<file path="src/rtl/imem_arbiter_if.sv">
// imem_arbiter_if: request/grant, response and memory-port signals between
// the instruction memory arbiter, its two requesters and the memory.
interface imem_arbiter_if;
  logic        if_req;
  logic [31:0] if_addr;
  logic        if_gnt;
  logic        if_valid;
  logic [31:0] if_inst;
  logic        ld_req;
  logic        ld_we;
  logic [31:0] ld_addr;
  logic [31:0] ld_wdata;
  logic        ld_gnt;
  logic        ld_rvalid;
  logic [31:0] ld_rdata;
  logic        ld_err;
  logic [31:0] mem_addr;
  logic        mem_we;
  logic [31:0] mem_wdata;
  logic [31:0] mem_rdata;
  logic [1:0]  last_owner;
  modport slave (
    input  if_req, if_addr, ld_req, ld_we, ld_addr, ld_wdata, mem_rdata,
    output if_gnt, if_valid, if_inst, ld_gnt, ld_rvalid, ld_rdata, ld_err,
           mem_addr, mem_we, mem_wdata, last_owner
  );
  modport master (
    output if_req, if_addr, ld_req, ld_we, ld_addr, ld_wdata, mem_rdata,
    input  if_gnt, if_valid, if_inst, ld_gnt, ld_rvalid, ld_rdata, ld_err,
           mem_addr, mem_we, mem_wdata, last_owner
  );
endinterface

</file>
<file path="src/rtl/imem_arbiter.sv">
// imem_arbiter: single-port instruction memory arbiter, loader-priority with a
// bounded burst so fetch is served at least once every BURST_MAX+1 cycles.
module imem_arbiter #(
  parameter int          DEPTH_WORDS = 1024,
  parameter int          BURST_MAX   = 4,
  parameter logic [31:0] NOP_INST    = 32'h00000013
) (
  input logic           clk,
  input logic           rst_n,
  imem_arbiter_if.slave bus
);
  localparam int              BW    = $clog2(BURST_MAX + 1);
  localparam logic [BW-1:0]   BMAX  = BW'(BURST_MAX);
  localparam logic [29:0]     DEPTH = 30'(DEPTH_WORDS);
  typedef enum logic [1:0] {IDLE, FETCH, LOAD} owner_e;
  owner_e        owner_q, owner_d;
  logic [BW-1:0] burst_q, burst_d;
  logic          if_valid_q, ld_rvalid_q, ld_err_q;
  logic [31:0]   if_inst_q, ld_rdata_q;
  logic          ld_gnt, if_gnt, ld_bad, if_oor;
  assign ld_bad = (bus.ld_addr[1:0] != 2'b00) | (bus.ld_addr[31:2] >= DEPTH);
  assign if_oor = bus.if_addr[31:2] >= DEPTH;
  // Grants are held off while in reset so nothing reaches memory mid-reset.
  assign ld_gnt = rst_n & bus.ld_req & ~(bus.if_req & (burst_q == BMAX));
  assign if_gnt = rst_n & bus.if_req & ~ld_gnt;
  assign bus.ld_gnt     = ld_gnt;
  assign bus.if_gnt     = if_gnt;
  assign bus.mem_addr   = ld_gnt ? bus.ld_addr : if_gnt ? bus.if_addr : 32'h0;
  assign bus.mem_we     = ld_gnt & bus.ld_we & ~ld_bad;
  assign bus.mem_wdata  = bus.ld_wdata;
  assign bus.if_valid   = if_valid_q;
  assign bus.if_inst    = if_inst_q;
  assign bus.ld_rvalid  = ld_rvalid_q;
  assign bus.ld_rdata   = ld_rdata_q;
  assign bus.ld_err     = ld_err_q;
  assign bus.last_owner = owner_q;
  always_comb begin
    owner_d = ld_gnt ? LOAD : if_gnt ? FETCH : IDLE;
    burst_d = (!bus.if_req || if_gnt) ? '0 :
              (ld_gnt && burst_q != BMAX) ? burst_q + BW'(1) : burst_q;
  end
  always_ff @(posedge clk or negedge rst_n) begin
    if (!rst_n) begin
      owner_q     <= IDLE;
      burst_q     <= '0;
      if_valid_q  <= 1'b0;
      ld_rvalid_q <= 1'b0;
      ld_err_q    <= 1'b0;
      if_inst_q   <= 32'h0;
      ld_rdata_q  <= 32'h0;
    end else begin
      owner_q     <= owner_d;
      burst_q     <= burst_d;
      if_valid_q  <= if_gnt;
      ld_rvalid_q <= ld_gnt & ~bus.ld_we & ~ld_bad;
      ld_err_q    <= ld_gnt & ld_bad;
      if (if_gnt) if_inst_q <= if_oor ? NOP_INST : bus.mem_rdata;
      if (ld_gnt & ~bus.ld_we & ~ld_bad) ld_rdata_q <= bus.mem_rdata;
    end
  end
endmodule

</file>
<file path="src/flat_wrapper.sv">
// flat-port wrapper written by rule: the top's interface ports become plain ports
module imem_arbiter_flat 
#(
  parameter int          DEPTH_WORDS = 1024,
  parameter int          BURST_MAX   = 4,
  parameter logic [31:0] NOP_INST    = 32'h00000013
)
  (clk, rst_n, bus_if_req, bus_if_addr, bus_ld_req, bus_ld_we, bus_ld_addr, bus_ld_wdata, bus_mem_rdata, bus_if_gnt, bus_if_valid, bus_if_inst, bus_ld_gnt, bus_ld_rvalid, bus_ld_rdata, bus_ld_err, bus_mem_addr, bus_mem_we, bus_mem_wdata, bus_last_owner);
  imem_arbiter_if bus_i ();
  input logic clk;
  input logic rst_n;
  input wire logic [$bits(bus_i.if_req)-1:0] bus_if_req;
  input wire logic [$bits(bus_i.if_addr)-1:0] bus_if_addr;
  input wire logic [$bits(bus_i.ld_req)-1:0] bus_ld_req;
  input wire logic [$bits(bus_i.ld_we)-1:0] bus_ld_we;
  input wire logic [$bits(bus_i.ld_addr)-1:0] bus_ld_addr;
  input wire logic [$bits(bus_i.ld_wdata)-1:0] bus_ld_wdata;
  input wire logic [$bits(bus_i.mem_rdata)-1:0] bus_mem_rdata;
  output wire logic [$bits(bus_i.if_gnt)-1:0] bus_if_gnt;
  output wire logic [$bits(bus_i.if_valid)-1:0] bus_if_valid;
  output wire logic [$bits(bus_i.if_inst)-1:0] bus_if_inst;
  output wire logic [$bits(bus_i.ld_gnt)-1:0] bus_ld_gnt;
  output wire logic [$bits(bus_i.ld_rvalid)-1:0] bus_ld_rvalid;
  output wire logic [$bits(bus_i.ld_rdata)-1:0] bus_ld_rdata;
  output wire logic [$bits(bus_i.ld_err)-1:0] bus_ld_err;
  output wire logic [$bits(bus_i.mem_addr)-1:0] bus_mem_addr;
  output wire logic [$bits(bus_i.mem_we)-1:0] bus_mem_we;
  output wire logic [$bits(bus_i.mem_wdata)-1:0] bus_mem_wdata;
  output wire logic [$bits(bus_i.last_owner)-1:0] bus_last_owner;
  assign bus_i.if_req = bus_if_req;
  assign bus_i.if_addr = bus_if_addr;
  assign bus_i.ld_req = bus_ld_req;
  assign bus_i.ld_we = bus_ld_we;
  assign bus_i.ld_addr = bus_ld_addr;
  assign bus_i.ld_wdata = bus_ld_wdata;
  assign bus_i.mem_rdata = bus_mem_rdata;
  assign bus_if_gnt = bus_i.if_gnt;
  assign bus_if_valid = bus_i.if_valid;
  assign bus_if_inst = bus_i.if_inst;
  assign bus_ld_gnt = bus_i.ld_gnt;
  assign bus_ld_rvalid = bus_i.ld_rvalid;
  assign bus_ld_rdata = bus_i.ld_rdata;
  assign bus_ld_err = bus_i.ld_err;
  assign bus_mem_addr = bus_i.mem_addr;
  assign bus_mem_we = bus_i.mem_we;
  assign bus_mem_wdata = bus_i.mem_wdata;
  assign bus_last_owner = bus_i.last_owner;
  imem_arbiter #(.DEPTH_WORDS(DEPTH_WORDS), .BURST_MAX(BURST_MAX), .NOP_INST(NOP_INST)) u_core (.clk(clk), .rst_n(rst_n), .bus(bus_i));
endmodule
</file>
<file path="config.mk">
export PLATFORM = sky130hd
export DESIGN_NAME = imem_arbiter_flat
export DESIGN_NICKNAME = d
export VERILOG_FILES = /design/src/rtl/imem_arbiter_if.sv /design/src/rtl/imem_arbiter.sv /design/src/flat_wrapper.sv
export SDC_FILE = /design/constraint.sdc
export NUM_CORES = 1
export LEC_CHECK = 0
export BUFFER_PORTS_ARGS = -buffer_cell sky130_fd_sc_hd__buf_4
export CAP_MARGIN = 20
export CORE_AREA = 2 2 103 105
export DETAILED_ROUTE_END_ITERATION = 6
export DIE_AREA = 0 0 105 107
export PLACE_DENSITY = 0.73
export SLEW_MARGIN = 5
export SYNTH_ARGS = -nofsm -noshare
export SYNTH_HDL_FRONTEND = slang
export SYNTH_SLANG_ARGS = --single-unit
export TNS_END_PERCENT = 1
</file>
<file path="constraint.sdc">
create_clock -name clk -period 6 [get_ports clk]
set_input_delay 0.3 -clock clk [delete_from_list [all_inputs] [get_ports clk]]
set_output_delay 0.3 -clock clk [all_outputs]
set_load 0.05 [all_outputs]
</file>
==> metrics.txt <==
# TYPE chip_impl_metric gauge
chip_impl_info{name="run_status",value="finished clean"} 1
chip_impl_metric{name="fin_crit",unit="ns"} 3.20
chip_impl_metric{name="fp.dieH",unit="um"} 107
chip_impl_info{name="tritoncts",value="built"} 1
chip_impl_metric{name="synth.net_count",unit=""} 398
chip_impl_metric{name="floorplan.initialDensity",unit=""} 0.330
chip_impl_metric{name="synth_cell_type_count",unit=""} 29
chip_impl_metric{name="p_leak",unit="nW"} 2.63
chip_impl_metric{name="drive_above_1_share",unit=""} 0.585
chip_impl_metric{name="final_antenna_net_count",unit=""} 0
chip_impl_info{name="synth_top_area_cell",value="sky130_fd_sc_hd__dfrtp_1"} 1
chip_impl_metric{name="avgSynthCellArea",unit="um2"} 12.6
chip_impl_metric{name="postCtsSetupRepairBufs",unit=""} 0
chip_impl_metric{name="pwr_density_cell",unit="mW/mm2"} 207
chip_impl_metric{name="dieArea",unit="mm2"} 0.0112
chip_impl_metric{name="timing.slew.headroom",unit=""} 0.337
chip_impl_metric{name="clkSlewWorstSetupHoldPaths",unit="ns"} 0.09
chip_impl_info{name="critical_path_class",value="reg -> out"} 1
chip_impl_metric{name="core_area",unit="mm2"} 0.0101
chip_impl_info{name="hold_removal_path_class",value="in -> reg"} 1
chip_impl_metric{name="grt-ovfl-total",unit=""} 0
chip_impl_metric{name="yosysWarnings",unit=""} 0
chip_impl_metric{name="drcViolationCount",unit=""} 0
chip_impl_metric{name="finalWirelength",unit="um"} 11400
chip_impl_metric{name="clk-insertion-delay-late",unit="ns"} 0.34
chip_impl_metric{name="synth_seq_cells",unit=""} 72
chip_impl_info{name="crit_path_top_delay_cell",value="sky130_fd_sc_hd__clkinv_1"} 1
chip_impl_metric{name="grt_use_total",unit=""} 0.194
chip_impl_metric{name="maxCapViolCount",unit=""} 0
chip_impl_info{name="grt_setup_unrepaired",value="false"} 1
chip_impl_metric{name="place_hpwl",unit="um"} 8670
chip_impl_metric{name="fin_setup_tns",unit="ns"} 0
chip_impl_metric{name="worstMarginPinSlew",unit="ns"} 0.988
chip_impl_metric{name="grt_start_max_net_pins",unit=""} 71
chip_impl_metric{name="vdd.ir_drop.worst",unit="mV"} 0.114
chip_impl_metric{name="data_required_critical_path",unit="ns"} 5.70
chip_impl_metric{name="post-layout-total-power",unit="W"} 0.00102
chip_impl_metric{name="fmax",unit="GHz"} 0.312
chip_impl_metric{name="post_synth_inst_count",unit=""} 263
chip_impl_metric{name="first_iter_violations",unit=""} 167
chip_impl_metric{name="buffer_ports.inserted",unit=""} 204
chip_impl_info{name="crit_path_start_kind",value="register"} 1
chip_impl_metric{name="io_pins",unit=""} 269
chip_impl_info{name="endpoint_kind",value="output port"} 1
chip_impl_metric{name="total_count_of_max_transition_violations_in_the_final_report",unit=""} 0
chip_impl_info{name="root_cell_of_the_clock_tree",value="sky130_fd_sc_hd__clkbuf_8"} 1
chip_impl_metric{name="die_x",unit="um"} 105
chip_impl_info{name="synth_top_cells_by_area",value="sky130_fd_sc_hd__dfrtp_1, sky130_fd_sc_hd__a22o_1, sky130_fd_sc_hd__mux2_2, sky130_fd_sc_hd__buf_4, sky130_fd_sc_hd__nor4_1"} 1
chip_impl_metric{name="final_min_period_over_clock_period",unit=""} 0.534
chip_impl_metric{name="seq_area_frac_synth",unit=""} 0.542
chip_impl_metric{name="avg_wl_per_cell",unit="um"} 19.8
chip_impl_metric{name="setup_viol_count_final",unit=""} 0
chip_impl_metric{name="grt_pass1_vias",unit=""} 3008
chip_impl_metric{name="worstPathMaxFanout",unit=""} 37
chip_impl_metric{name="max_stage_delay",unit="ns"} 0.84
chip_impl_metric{name="place_congestion",unit=""} 0.895
chip_impl_metric{name="via_per_instance_ratio",unit=""} 5.07
chip_impl_metric{name="post_synth_instance_area",unit="mm2"} 0.00333
chip_impl_metric{name="register_area",unit="mm2"} 0.00180
chip_impl_metric{name="fill_cells",unit=""} 924
chip_impl_metric{name="fin_worst_hold_slack",unit="ns"} 0.175
chip_impl_metric{name="post-synth-top-area-fraction",unit=""} 0.542
chip_impl_metric{name="global_route_wire_length_before_repair",unit="um"} 16800
chip_impl_metric{name="clockBufferDepth",unit=""} 2
chip_impl_metric{name="num_antenna_cells",unit=""} 0
chip_impl_metric{name="inserted_clock_buffers",unit=""} 9
chip_impl_metric{name="cts_max_level",unit=""} 3
chip_impl_metric{name="hold_violations",unit=""} 0
chip_impl_info{name="critical_path.most_common_cell",value="sky130_fd_sc_hd__nand3_1"} 1
chip_impl_metric{name="route.vias.total",unit=""} 2927
chip_impl_metric{name="antenna_violations_before_repair",unit=""} 0
chip_impl_metric{name="arrival",unit="ns"} 2.90
chip_impl_metric{name="area_growth_synth_to_finish",unit="%"} 48.3
chip_impl_info{name="path_cells",value="inv_1 -> ha_1 -> nand3_1 -> nand3_1 -> clkinv_1 -> a22o_1 -> buf_4"} 1
chip_impl_metric{name="footprint_of_the_multi_input_gates",unit="mm2"} 0.00118
chip_impl_metric{name="placement_rows",unit=""} 37
chip_impl_metric{name="detail_route.first_pass.iterations",unit=""} 7
chip_impl_metric{name="tritoncts_num_sinks",unit=""} 72
chip_impl_metric{name="nNetsFinal",unit=""} 571
chip_impl_metric{name="fin_skew",unit="ns"} 0.0159
[timing repair]
action / in CTS / in global routing
hold buffers: 1 / 0
endpoints found under the hold margin: 3 / 0
setup endpoints to repair: 0 / 0
resized for setup: 0 / 0
[cell type report]
cell class / count / area share
clock inverters: 6 / 0.00862
flip-flops and latches: 72 / 0.365
inverters: 9 / 0.00685
well taps: 136 / 0.0345
clock buffers: 10 / 0.0279
repair buffers: 209 / 0.318
multi-input cells: 135 / 0.239
[cell families after synthesis]
| family | share of synthesized area |
|---|---|
| flip-flops | 0.542 |
| AO/OA/AOI/OAI | 0.174 |
| buffers and inverters | 0.106 |
| multiplexers | 0.111 |
| AND/OR/NAND/NOR | 0.0594 |
| adder cells (fa/ha/maj) | 0.00752 |
[layout by cell type (no fill, tap or decap), drive strengths merged, types with 2 or more instances in the layout]
cell type,synthesis,final
nor2b,2,2
inv,7,8
or4,2,2
nand3,3,3
dfrtp,72,72
a2bb2oi,2,2
a22o,61,61
a21oi,3,3
ha,2,2
clkinv,2,5
nand2,3,3
mux2,32,32
nor3,2,2
buf,37,208
nor2,5,5
clkbuf,10,10
nor4,10,10
clkinvlp,0,2
[through the flow]
step | utilization | area [um2] | instances | worst slack (ns)
finish | 0.489 | 4930 | 577 | 2.80
global route | 0.489 | 4930 | 577 | 2.55
CTS | 0.489 | 4930 | 577 | 2.76
detailed placement | 0.470 | 4740 | 560 | 3.16
global placement | 0.470 | 4740 | 560 | 3.19
floorplan | - | 3330 | 263 | 3.45
[state kept, by name, summed over array words and instances (netlist names)]
register               cells
u_core.bus.ld_rdata       32
u_core.bus.if_valid        1
u_core.burst_q             3
u_core.bus.last_owner      2
u_core.bus.if_inst        32
u_core.bus.ld_rvalid       1
u_core.bus.ld_err          1
[metal layers]
metal  GRT usage  up-vias  wire length (um)
met2       0.314      194              5520
met5           0        -                 0
met1       0.231     1428              4530
met4      0.0543        0               139
met3      0.0918       14              1260
li1            -     1291                 -
[path summary, 6_finish.rpt]
path                                          end  slack [ns]  cells past startpoint             startpoint
max                              bus_mem_addr[21]        2.80                      7      u_core.burst_q[0]
max reg2reg                     u_core.burst_q[2]        3.63                      7      u_core.burst_q[0]
min reg2reg                 u_core.bus.if_inst[2]        0.51                      1  u_core.bus.if_inst[2]
max in group asynchronous   u_core.bus.if_inst[2]        4.58                      3                  rst_n
min in group asynchronous       u_core.burst_q[0]        0.35                      2                  rst_n
min                        u_core.bus.if_inst[26]        0.17                      2      bus_mem_rdata[26]
[critical path: cells and delay by family, from the launching register on]
kind,cells,cell delay (ns)
buffers and inverters,3,1.15
adder cells (fa/ha/maj),1,0.17
AND/OR/NAND/NOR,2,0.29
flip-flops,1,0.39
AO/OA/AOI/OAI,1,0.57
[cell usage after synthesis (all sizes together)]
cell type / instances
a21oi: 3
nand3: 3
inv: 7
mux2i: 1
mux2: 32
nor2: 5
and3: 1
nor3: 2
and2: 1
or3: 1
clkbuf: 10
ha: 2
a2bb2oi: 2
a22o: 61
a21o: 1
nand3b: 1
buf: 37
clkinv: 2
nor4: 10
o21ai: 1
nor2b: 2
nand2: 3
or4: 2
nand4: 1
dfrtp: 72
[where the power goes]
group | switching, W | internal [W] | total (W)
clock | 0.000187 | 0.000162 | 0.000349
combinational | 0.000110 | 0.0000744 | 0.000184
sequential | 0.000000929 | 0.000487 | 0.000488
(Power assumes the default switching activity.)
